### config.mk
export PLATFORM = sky130hd
export DESIGN_NAME = pm_loader
export DESIGN_NICKNAME = d
export VERILOG_FILES = /design/src/rtl/pm_loader_pkg.sv /design/src/rtl/pm_load_timer.sv /design/src/rtl/pm_loader.sv
export SDC_FILE = /design/constraint.sdc
export NUM_CORES = 1
export LEC_CHECK = 0
export CAP_MARGIN = 15
export CELL_PAD_IN_SITES_DETAIL_PLACEMENT = 2
export CELL_PAD_IN_SITES_GLOBAL_PLACEMENT = 2
export CORE_AREA = 4 4 112 114
export CTS_CLUSTER_SIZE = 24
export DETAILED_ROUTE_END_ITERATION = 6
export DIE_AREA = 0 0 116 118
export PLACE_DENSITY = 0.67
export SKIP_LAST_GASP = 1
export SLEW_MARGIN = 20
export SYNTH_ARGS = -nofsm -noshare
export SYNTH_HDL_FRONTEND = slang
export SYNTH_SLANG_ARGS = --single-unit
export TNS_END_PERCENT = 1
### constraint.sdc
create_clock -name clk -period 2.6 [get_ports clk]
set_input_delay 0.52 -clock clk [delete_from_list [all_inputs] [get_ports clk]]
set_output_delay 0.52 -clock clk [all_outputs]
set_load 0.01 [all_outputs]
### src/rtl/pm_loader_pkg.sv
// Shared types and widths for the program-memory loader.
package pm_loader_pkg;

  localparam int DATA_W = 8;
  localparam int ADDR_W = 8;
  localparam logic [DATA_W-1:0] DEFAULT_SYNC = 8'hA5;

  typedef enum logic [2:0] {
    IDLE,
    SYNC,
    LEN,
    DATA,
    WR,
    CSUM,
    DONE,
    ERR
  } state_t;

endpackage

### src/rtl/pm_load_timer.sv
// Idle-cycle counter; tick fires on the enabled cycle that brings the count to TIMEOUT.
module pm_load_timer #(
  parameter int TIMEOUT = 1023
) (
  input  logic clk,
  input  logic reset,
  input  logic clr,
  input  logic en,
  output logic tick
);

  localparam int CW = (TIMEOUT < 2) ? 1 : $clog2(TIMEOUT + 1);
  localparam logic [CW-1:0] SAT  = CW'(TIMEOUT);
  localparam logic [CW-1:0] LAST = (TIMEOUT == 0) ? '0 : CW'(TIMEOUT - 1);

  logic [CW-1:0] cnt;

  // Saturates so a long wait in SYNC cannot wrap the counter.
  always_ff @(posedge clk) begin
    if (!reset || clr) begin
      cnt <= '0;
    end else if (en && cnt != SAT) begin
      cnt <= cnt + 1'b1;
    end
  end

  assign tick = (TIMEOUT != 0) && en && (cnt == LAST);

endmodule

### src/rtl/pm_loader.sv
// Framed byte-stream loader into program memory; holds the CPU until a good checksum.
module pm_loader
  import pm_loader_pkg::*;
#(
  parameter logic [ADDR_W-1:0] START_ADDR = 8'h00,
  parameter logic [DATA_W-1:0] SYNC_BYTE  = DEFAULT_SYNC,
  parameter int                TIMEOUT    = 1023
) (
  input  logic              clk,
  input  logic              reset,
  input  logic              start,
  input  logic              in_valid,
  input  logic [DATA_W-1:0] in_data,
  output logic              in_ready,
  output logic              pm_wren,
  output logic [ADDR_W-1:0] pm_wr_addr,
  output logic [DATA_W-1:0] pm_wr_data,
  output logic              cpu_hold,
  output logic              load_done,
  output logic              load_error
);

  function automatic logic [DATA_W-1:0] csum_add(input logic [DATA_W-1:0] a,
                                                 input logic [DATA_W-1:0] b);
    return a + b;
  endfunction

  state_t            state, state_nxt;
  logic              accept, last_byte, csum_ok, timer_en, tick, launch;
  logic [8:0]        remain;
  logic [DATA_W-1:0] csum;

  assign accept    = in_valid && in_ready;
  assign last_byte = (remain == 9'd1);
  assign csum_ok   = (csum_add(csum, in_data) == '0);
  assign timer_en  = (state inside {SYNC, LEN, DATA, CSUM}) && !accept;
  assign launch    = (state inside {IDLE, DONE, ERR}) && start;

  pm_load_timer #(
    .TIMEOUT(TIMEOUT)
  ) u_timer (
    .clk  (clk),
    .reset(reset),
    .clr  (!timer_en),
    .en   (timer_en),
    .tick (tick)
  );

  always_ff @(posedge clk) begin
    if (!reset) state <= IDLE;
    else        state <= state_nxt;
  end

  always_comb begin
    state_nxt = state;
    case (state)
      IDLE, DONE, ERR: if (start) state_nxt = SYNC;
      SYNC:            if (accept && in_data == SYNC_BYTE) state_nxt = LEN;
      LEN:             if (accept) state_nxt = DATA; else if (tick) state_nxt = ERR;
      DATA:            if (accept) state_nxt = WR;   else if (tick) state_nxt = ERR;
      WR:              state_nxt = last_byte ? CSUM : DATA;
      CSUM:            if (accept) state_nxt = csum_ok ? DONE : ERR;
                       else if (tick) state_nxt = ERR;
      default:         state_nxt = IDLE;
    endcase
  end

  // Outputs are flops loaded from the next state so they line up with the state register.
  always_ff @(posedge clk) begin
    if (!reset) begin
      in_ready   <= 1'b0;
      pm_wren    <= 1'b0;
      pm_wr_addr <= START_ADDR;
      pm_wr_data <= '0;
      cpu_hold   <= 1'b0;
      load_done  <= 1'b0;
      load_error <= 1'b0;
      remain     <= '0;
      csum       <= '0;
    end else begin
      in_ready <= state_nxt inside {SYNC, LEN, DATA, CSUM};
      pm_wren  <= (state_nxt == WR);
      if (launch) begin
        cpu_hold   <= 1'b1;
        load_done  <= 1'b0;
        load_error <= 1'b0;
        pm_wr_addr <= START_ADDR;
      end
      if (state == LEN && accept) begin
        remain <= (in_data == '0) ? 9'd256 : {1'b0, in_data};
        csum   <= '0;
      end
      if (state == DATA && accept) begin
        pm_wr_data <= in_data;
        csum       <= csum_add(csum, in_data);
      end
      if (state == WR) begin
        pm_wr_addr <= pm_wr_addr + 1'b1;
        remain     <= remain - 1'b1;
      end
      if (state == CSUM && state_nxt == DONE) begin
        cpu_hold  <= 1'b0;
        load_done <= 1'b1;
      end
      if (state != ERR && state_nxt == ERR) load_error <= 1'b1;
    end
  end

endmodule

==> flow_summary.ini, run 1 <==
[status]
outcome = finished, final reports clean

[timing]
drv_slew = 0
hold_viol_final = 0
worst_slew_pin_slew_ps = 669.0
slew-limit-headroom = 0.5483
max_freq_mhz = 393.9
finalSetupViolCount = 0
min_period_ps = 2539
rsz0062_at_grt = yes
period_share = 0.9765
worst_slack_ps = 61.19
fin_setup_tns_ps = 0
fin_skew_ps = 6.698
hold_slack_ps = 468.0

[logic_synthesis]
yosysTopAreaCellShare = 0.3570
synth_nets = 380
synth-compound-area-share = 0.2091
synth_cells = 355
yosys.area_share.xor_xnor = 0.02450
ys_async_sr_fraction = 0
ys_warn_count = 0
yosysUniqueCellTypes = 56
synth_area_sq_um = 2860
synth_edf_count = 0
synthFlopType = dfxtp_1
synth_fa_ha_area_frac = 0.05949
yosysSeqAreaShare = 0.3570
synthTopCellsByArea = dfxtp_1, a21oi_1, ha_1
ys_seq_elements = 51
synth-simple-area-share = 0.3123
muxShareOfSynthArea = 0
synth_top_family_by_area = simple AND/OR/NAND/NOR gates
avgSynthCellArea_sq_um = 8.057
synth_top_cell_by_area = dfxtp_1

[power]
p_leak_nw = 1.430
intPower_w = 0.001764
combPwrFrac = 0.367
switching_share = 0.3612
seqPwrFrac = 0.374
pwr-share-clk = 0.259
ir_drop_mv = 0.3143
power_density_nw_per_um2 = 721.2
p_sw_w = 0.0009972

[worst_hold_path]
hp-start = pm_wr_data[7]$_SDFFE_PN0P_
min_path_cells = 2
holdPathEnd = pm_wr_data[7]$_SDFFE_PN0P_
hp-class = reg2reg

[cells_and_area]
diodes = 0
multi_input_area_sq_um = 1819
drive_above_1_share = 0.1746
fillerInstances = 1321
area_delta_synth_final_pct = 33.86
regArea_sq_um = 1021
final_design_area_no_fill_sq_um = 3829
final_nets = 442
stdcell_count = 561

[worst_setup_path]
path_max_fanout = 3
worstReg2RegStart = csum[0]$_SDFFE_PN0P_
reg2reg_depth = 8
start_kind = input pin
r2r-end = cpu_hold$_SDFFE_PP0P_
r2r_slack_ps = 250
worstSetupPathType = in2reg
end_kind = flop
cp.arrival_ps = 2750
crit_required_ps = 2810

[clock_network]
cts_tree = done
h-tree-depth = 2
root_buffer = clkbuf_16
clockBufferDepth = 2
cts_num_sinks = 51
path_clk_slew_ps = 70
clock_latency_ps = 300
cts_inserted_buffers = 5

[route]
post_drt_via_cell_ratio = 5.094
drc = 0
vias = 2858
drtPass1Iterations = 4
first_iter_violations = 109
wl_mm = 9.695
wl_per_cell_microns = 17.28
ant_nets = 0

[global_route]
gr-total-overflow = 0
grtUsageTotal = 0.1467
grt_first_pass_wirelength_mm = 16.02
grt_pass1_vias = 3110
grt_max_degree = 20
antenna_found_initial = 0

[run]
maxCapViolCount = 0

[die]
design.portCount = 33
core_area_sq_um = 11420
die_h_microns = 118
start_util = 0.2505
rows = 39
dieArea_sq_um = 13690
die_width_microns = 116

[placed_design]
place_ws_ps = -650.1
dp_cells = 552
gp_congestion = 0.8072
io_buffers = 32
dpl_cell_area_sq_um = 3575
dp_hpwl_mm = 7.430
==> what timing repair did <==
item	4_1_cts	5_1_grt
endpoints found under the setup margin	6	6
hold buffers	0	0
cloned	0	0
buffers inserted	1	0
gates resized for setup	14	8
endpoints found under the hold margin	0	0
pin swaps	4	2
==> cells in the mapped netlist, drive strengths merged, types with 7 or more instances <==
library cell  instances
nand2                38
nand4                 7
dfxtp                51
and3                  9
nand3                17
a21boi                9
a21oi                33
ha                   12
clkbuf               13
nor2b                10
inv                  10
nor2                 27
nor3                 14
o21ai                 9
==> through the flow <==
| stage | utilization | power, W |
|---|---|---|
| after floorplan | - | 0.001663 |
| after global placement | 0.3131 | 0.001998 |
| after detailed placement | 0.3131 | 0.002049 |
| after CTS | 0.3320 | 0.002793 |
| after global routing | 0.3353 | 0.002971 |
| final | 0.3353 | 0.002761 |
==> routing by layer <==
metal | GRT usage | up-vias | part of all wire | routed length (microns)
met5 | 0 | - | 0 | 0
met4 | 0.03046 | 0 | 0.0095 | 92
met3 | 0.03650 | 5 | 0.030 | 290
met2 | 0.2511 | 23 | 0.50 | 4883
met1 | 0.1848 | 1419 | 0.46 | 4429
li1 | - | 1411 | - | -
==> cell usage in the layout (no fill, tap or decap), types with 5 or more instances in the layout <==
cell type,n
a21boi_0,9
a21oi_1,30
and3_1,9
buf_4,39
clkbuf_16,5
clkdlybuf4s50_1,28
dfxtp_1,51
ha_1,9
inv_1,10
nand2_1,38
nand2b_1,5
nand3_1,16
nand4_1,7
nor2_1,26
nor2b_1,10
nor3_1,14
nor4_1,6
o211ai_1,5
o21a_1,6
o21ai_0,6
or3_1,6
xnor2_1,6
==> sequential cells by signal, indices dropped and copies added, names as in the netlist <==
signal and flops:
u_timer.cnt 10, remain 9, csum 8, pm_wr_addr 8, pm_wr_data 8, state 3, cpu_hold 1, in_ready 1
load_done 1, load_error 1, pm_wren 1
==> final cells by class <==
class,instances,share of cell area
clock buffer,8,0.04085
inverter,10,0.009804
multi-input combinational,278,0.4752
sequential,51,0.2667
tap,143,0.04673
timing repair buffer,71,0.1608
==> power groups by stage <==
stage	clock, W	sequential, W	combinational (W)
after global placement	0	0.00104	0.000956
after detailed placement	0	0.00105	0.000998
final	0.000715	0.00103	0.00101
after floorplan	0	0.000998	0.000664
after CTS	0.000742	0.00103	0.00102
after global routing	0.000775	0.00106	0.00114
==> kinds of logic (layout without fill, tap and decap cells) <==
family / Yosys count / after routing
buf+inv: 26 / 89
xor+xnor: 8 / 8
fa+ha+maj: 13 / 13
flops: 51 / 51
compound gates: 91 / 91
simple gates: 166 / 166
==> worst max-delay path by stage <==
stage	slack [ps]	end	startpoint
after floorplan	120	load_error$_SDFFE_PN0P_	in_data[0]
after CTS	-20	in_ready$_SDFF_PN0_	in_data[3]
final	60	in_ready$_SDFF_PN0_	in_data[4]
after global routing	-30	state[0]$_SDFF_PN0_	in_data[6]
after global placement	-610	load_error$_SDFFE_PN0P_	in_data[0]
after detailed placement	-650	load_error$_SDFFE_PN0P_	in_data[0]
==> critical path, cell delays in order <==
cell and delay, ps:
clkdlybuf4s50_1 470, or4_4 560, or4_4 510, and4_4 210, nor3b_4 250, nand3_1 130, o31ai_1 100
Note: power is estimated with default switching activity, not from simulation.
==> inputs of run 2 (changes only) <==
PLACE_DENSITY = unset   (was 0.67)
PLACE_DENSITY_LB_ADDON = 0.1   (was unset)
==> flow_summary.ini, run 2 (synthesis gave the netlist of run 1 again) <==
[status]
outcome = finished, final reports clean

[worst_hold_path]
min_path_cells = 2
hp-class = reg2reg

[global_route]
grt_pass1_vias = 3176
grt_first_pass_wirelength_mm = 16.56
gr-total-overflow = 0
grtUsageTotal = 0.1513
antenna_found_initial = 0
grt_max_degree = 16

[timing]
fin_skew_ps = 8.243
hold_slack_ps = 470.3
fin_setup_tns_ps = 0
hold_viol_final = 0
max_freq_mhz = 392.0
worst_slew_pin_slew_ps = 717.9
finalSetupViolCount = 0
rsz0062_at_grt = yes
slew-limit-headroom = 0.5182
period_share = 0.9812
drv_slew = 0
min_period_ps = 2551

[placed_design]
gp_congestion = 0.7431
dp_cells = 563
dp_hpwl_mm = 7.649
io_buffers = 32

[route]
drtPass1Iterations = 4
wl_per_cell_microns = 17.06
vias = 2911
first_iter_violations = 78
ant_nets = 0
post_drt_via_cell_ratio = 5.089
wl_mm = 9.758
drc = 0

[cells_and_area]
final_nets = 453
final_util = 0.3430
largest_reg_flops = 10
regMostFlops = u_timer.cnt
layout_common_cells = dfxtp_1, buf_4, nand2_1
reg_top3 = u_timer.cnt: 10 flops, remain: 9 flops
diodes = 0
stdcell_count = 572
area_delta_synth_final_pct = 36.92
final_common_cell = dfxtp_1
drive_above_1_share = 0.2028

[worst_setup_path]
start_kind = input pin
path_max_fanout = 5
crit_path_start = in_data[2]
r2r_slack_ps = 310
cp.arrival_ps = 2750
r2r-end = load_error$_SDFFE_PN0P_
endpoint = cpu_hold$_SDFFE_PP0P_
reg2reg_depth = 10
end_kind = flop
worstReg2RegStart = csum[0]$_SDFFE_PN0P_
crit_required_ps = 2800
worstSetupPathType = in2reg

[clock_network]
cts_num_sinks = 51
h-tree-depth = 2
clock_latency_ps = 300
root_buffer = clkbuf_16
cts_inserted_buffers = 5
cts_tree = done
path_clk_slew_ps = 70
clockBufferDepth = 2

[power]
power_density_nw_per_um2 = 711.3
ir_drop_mv = 0.3067
finalPower_w = 0.002786
p_leak_nw = 1.469

[die]
die_h_microns = 118
start_util = 0.2505
core_area_sq_um = 11420
dieArea_sq_um = 13690
die_width_microns = 116
rows = 39
design.portCount = 33

[run]
maxCapViolCount = 0
==> run 2: cell count changes in the layout (fill, tap and decap cells not counted), sizes merged <==
cell,before,now
clkbuf,8,6
dlymetal6s2s,2,1
dlygate4sd2,2,3
clkinv,0,1
buf,39,50
clkinvlp,0,1
==> run 2: cell type report <==
class                           instances  area [sq um]
Fill cell                            1338          7502
Sequential cell                        51          1021
Timing Repair Buffer                   82         694.4
Inverter                               10         37.54
Clock buffer                            6         128.9
Tap cell                              143         178.9
Clock inverter                          2         12.51
Multi-Input combinational cell        278          1843
==> run 2: critical path: stages <==
cell	delay (ps)
clkdlybuf4s50_1	520
ha_2	200
a211oi_1	50
buf_4	150
or4b_4	570
nand3_2	110
nor4b_4	180
buf_4	160
nand3_2	90
and3_1	180
==> run 2: stage by stage <==
stage / cell area (sq um) / setup slack, ps
4_1_cts: 3874 / -9.867
2_1_floorplan: 2860 / 123.4
3_5_place_dp: 3657 / -589.7
3_3_place_gp: 3657 / -580.6
6_report: 3916 / 48.89
5_1_grt: 3916 / -12.11
==> run 2: per-layer routing <==
metal | track usage | routed length [microns]
met3 | 0.03136 | 287
met1 | 0.1948 | 4633
met4 | 0.03916 | 119
met2 | 0.2543 | 4718
met5 | 0 | 0
==> run 2: how the worst min path moves through the flow <==
stage / start / to / slack (ps)
floorplan: csum[0]$_SDFFE_PN0P_ / csum[0]$_SDFFE_PN0P_ / 440
global placement: pm_wr_data[1]$_SDFFE_PN0P_ / pm_wr_data[1]$_SDFFE_PN0P_ / 450
detailed placement: pm_wr_data[1]$_SDFFE_PN0P_ / pm_wr_data[1]$_SDFFE_PN0P_ / 460
CTS: pm_wr_data[1]$_SDFFE_PN0P_ / pm_wr_data[1]$_SDFFE_PN0P_ / 470
global route: pm_wr_data[0]$_SDFFE_PN0P_ / pm_wr_data[0]$_SDFFE_PN0P_ / 490
finish: pm_wr_data[0]$_SDFFE_PN0P_ / pm_wr_data[0]$_SDFFE_PN0P_ / 470
==> run 2: power by group <==
part | internal (W) | switching [W]
combinational | 0.000502 | 0.000579
sequential | 0.000895 | 0.000134
clock | 0.000357 | 0.000319
==> run 2: repair_timing <==
item                       CTS  global route
hold buffers                 0             0
setup endpoints to repair    7             6
resized for setup           20             7
buffers inserted             0             1
pin swaps                    3             2
==> inputs of run 3 (changes only) <==
CORE_AREA = 2 2 101 103   (was 4 4 112 114)
DIE_AREA = 0 0 103 105   (was 0 0 116 118)
RECOVER_POWER = 50   (was unset)
==> flow_summary.ini, run 3 (synthesis gave the netlist of run 1 again) <==
[status]
outcome = finished, final reports clean

[route]
wl_mm = 9.695
ant_nets = 0
first_iter_violations = 65
vias = 2916
drc = 0
drtPass1Iterations = 4
wl_per_cell_microns = 17.50
post_drt_via_cell_ratio = 5.264

[die]
dieArea_sq_um = 10820
die_width_microns = 103
core_area_sq_um = 9639
design.portCount = 33
start_util = 0.2967
die_h_microns = 105
rows = 36

[worst_setup_path]
worstReg2RegStart = csum[0]$_SDFFE_PN0P_
start_kind = input pin
crit_required_ps = 2870
path_max_fanout = 3
worstSetupPathType = in2reg
r2r-end = load_error$_SDFFE_PN0P_
r2r_slack_ps = 240
cp.arrival_ps = 2830
reg2reg_depth = 9
end_kind = flop

[global_route]
gr-total-overflow = 0
grt_pass1_vias = 3065
antenna_found_initial = 0
grt_max_degree = 17
grt_first_pass_wirelength_mm = 15.73
grtUsageTotal = 0.1834

[timing]
fin_setup_tns_ps = 0
hold_viol_final = 0
min_period_ps = 2563
drv_slew = 0
hold_slack_ps = 461.6
slew-limit-headroom = 0.5326
period_share = 0.9859
finalSetupViolCount = 0
worst_slew_pin_slew_ps = 696.5
max_freq_mhz = 390.1
rsz0062_at_grt = yes
fin_skew_ps = 4.783

[cells_and_area]
multi_input_area_sq_um = 1804
diodes = 0
final_common_cell = dfxtp_1
regMostFlops = u_timer.cnt
reg_top3 = u_timer.cnt: 10 flops, remain: 9 flops
final_util = 0.3880
regArea_sq_um = 1021
layout_common_cells = dfxtp_1, buf_4, nand2_1
largest_reg_flops = 10
area_delta_synth_final_pct = 30.75
drive_above_1_share = 0.1734
fillerInstances = 1162
final_nets = 445

[power]
power_density_nw_per_um2 = 675.4
finalPower_w = 0.002526
p_leak_nw = 1.444
ir_drop_mv = 0.2733

[clock_network]
path_clk_slew_ps = 100
clockBufferDepth = 2
postCtsHoldBufs = 0
h-tree-depth = 2
cts_inserted_buffers = 5
cts_num_sinks = 51
cts_tree = done
clock_latency_ps = 310
root_buffer = clkbuf_8
cts_setup_buffers = 0

[run]
maxCapViolCount = 0

[worst_hold_path]
hp-class = reg2reg
min_path_cells = 2
hp-start = pm_wr_data[0]$_SDFFE_PN0P_
holdPathEnd = pm_wr_data[0]$_SDFFE_PN0P_

[placed_design]
io_buffers = 32
dp_hpwl_mm = 7.280
gp_congestion = 0.7835
[run 3: timing repair]
action / 4_1_cts / 5_1_grt
resized for setup: 11 / 9
pin swaps: 2 / 0
gates cloned: 0 / 0
setup endpoints to repair: 7 / 4
[run 3: how the worst max path moves through the flow]
stage / from / cells past startpoint / slack (ps) / endpoint
3_5_place_dp: in_data[0] / 10 / -680 / load_error$_SDFFE_PN0P_
3_3_place_gp: in_data[0] / 10 / -500 / load_error$_SDFFE_PN0P_
2_1_floorplan: in_data[0] / 8 / 120 / load_error$_SDFFE_PN0P_
5_1_grt: in_data[3] / 9 / -70 / load_error$_SDFFE_PN0P_
6_report: in_data[3] / 9 / 40 / load_error$_SDFFE_PN0P_
4_1_cts: in_data[6] / 10 / 20 / cpu_hold$_SDFFE_PP0P_
[run 3: metal layers]
layer | vias to the layer above | share of wire | global-route usage
li1 | 1426 | - | -
met1 | 1447 | 0.46 | 0.2406
met2 | 34 | 0.51 | 0.3159
met3 | 9 | 0.023 | 0.03010
met4 | 0 | 0.0090 | 0.03289
met5 | - | 0 | 0
[run 3: final cells by class]
type / count / share of cell area
inverters: 10 / 0.01004
clock buffers: 6 / 0.01940
well taps: 133 / 0.04450
clock inverters: 2 / 0.003346
repair buffers: 74 / 0.1673
multi-input cells: 278 / 0.4824
flip-flops and latches: 51 / 0.2730
[run 3: report_power, final]
part           internal, W  leakage, nW  switching, W  total [W]
Sequential        0.000894        0.413      0.000146    0.00104
Combinational     0.000461        0.990      0.000552    0.00101
Clock             0.000189       0.0412      0.000283   0.000472
Total              0.00154         1.44      0.000981    0.00253
[run 3: critical path, stage by stage]
cell and delay (ps):
clkdlybuf4s50_1 470, ha_1 360, o21ai_1 100, or4b_4 550, a21oi_2 240, nor4b_4 70
buf_4 160, a21oi_2 190, a31o_2 170
[run 3: through the flow]
stage	setup WS [ps]	instance area (sq um)	std cells
global placement	-502.0	3592	546
floorplan	123.4	2860	355
global route	-66.99	3740	554
CTS	16.50	3705	554
finish	36.66	3740	554
detailed placement	-677.1	3592	546
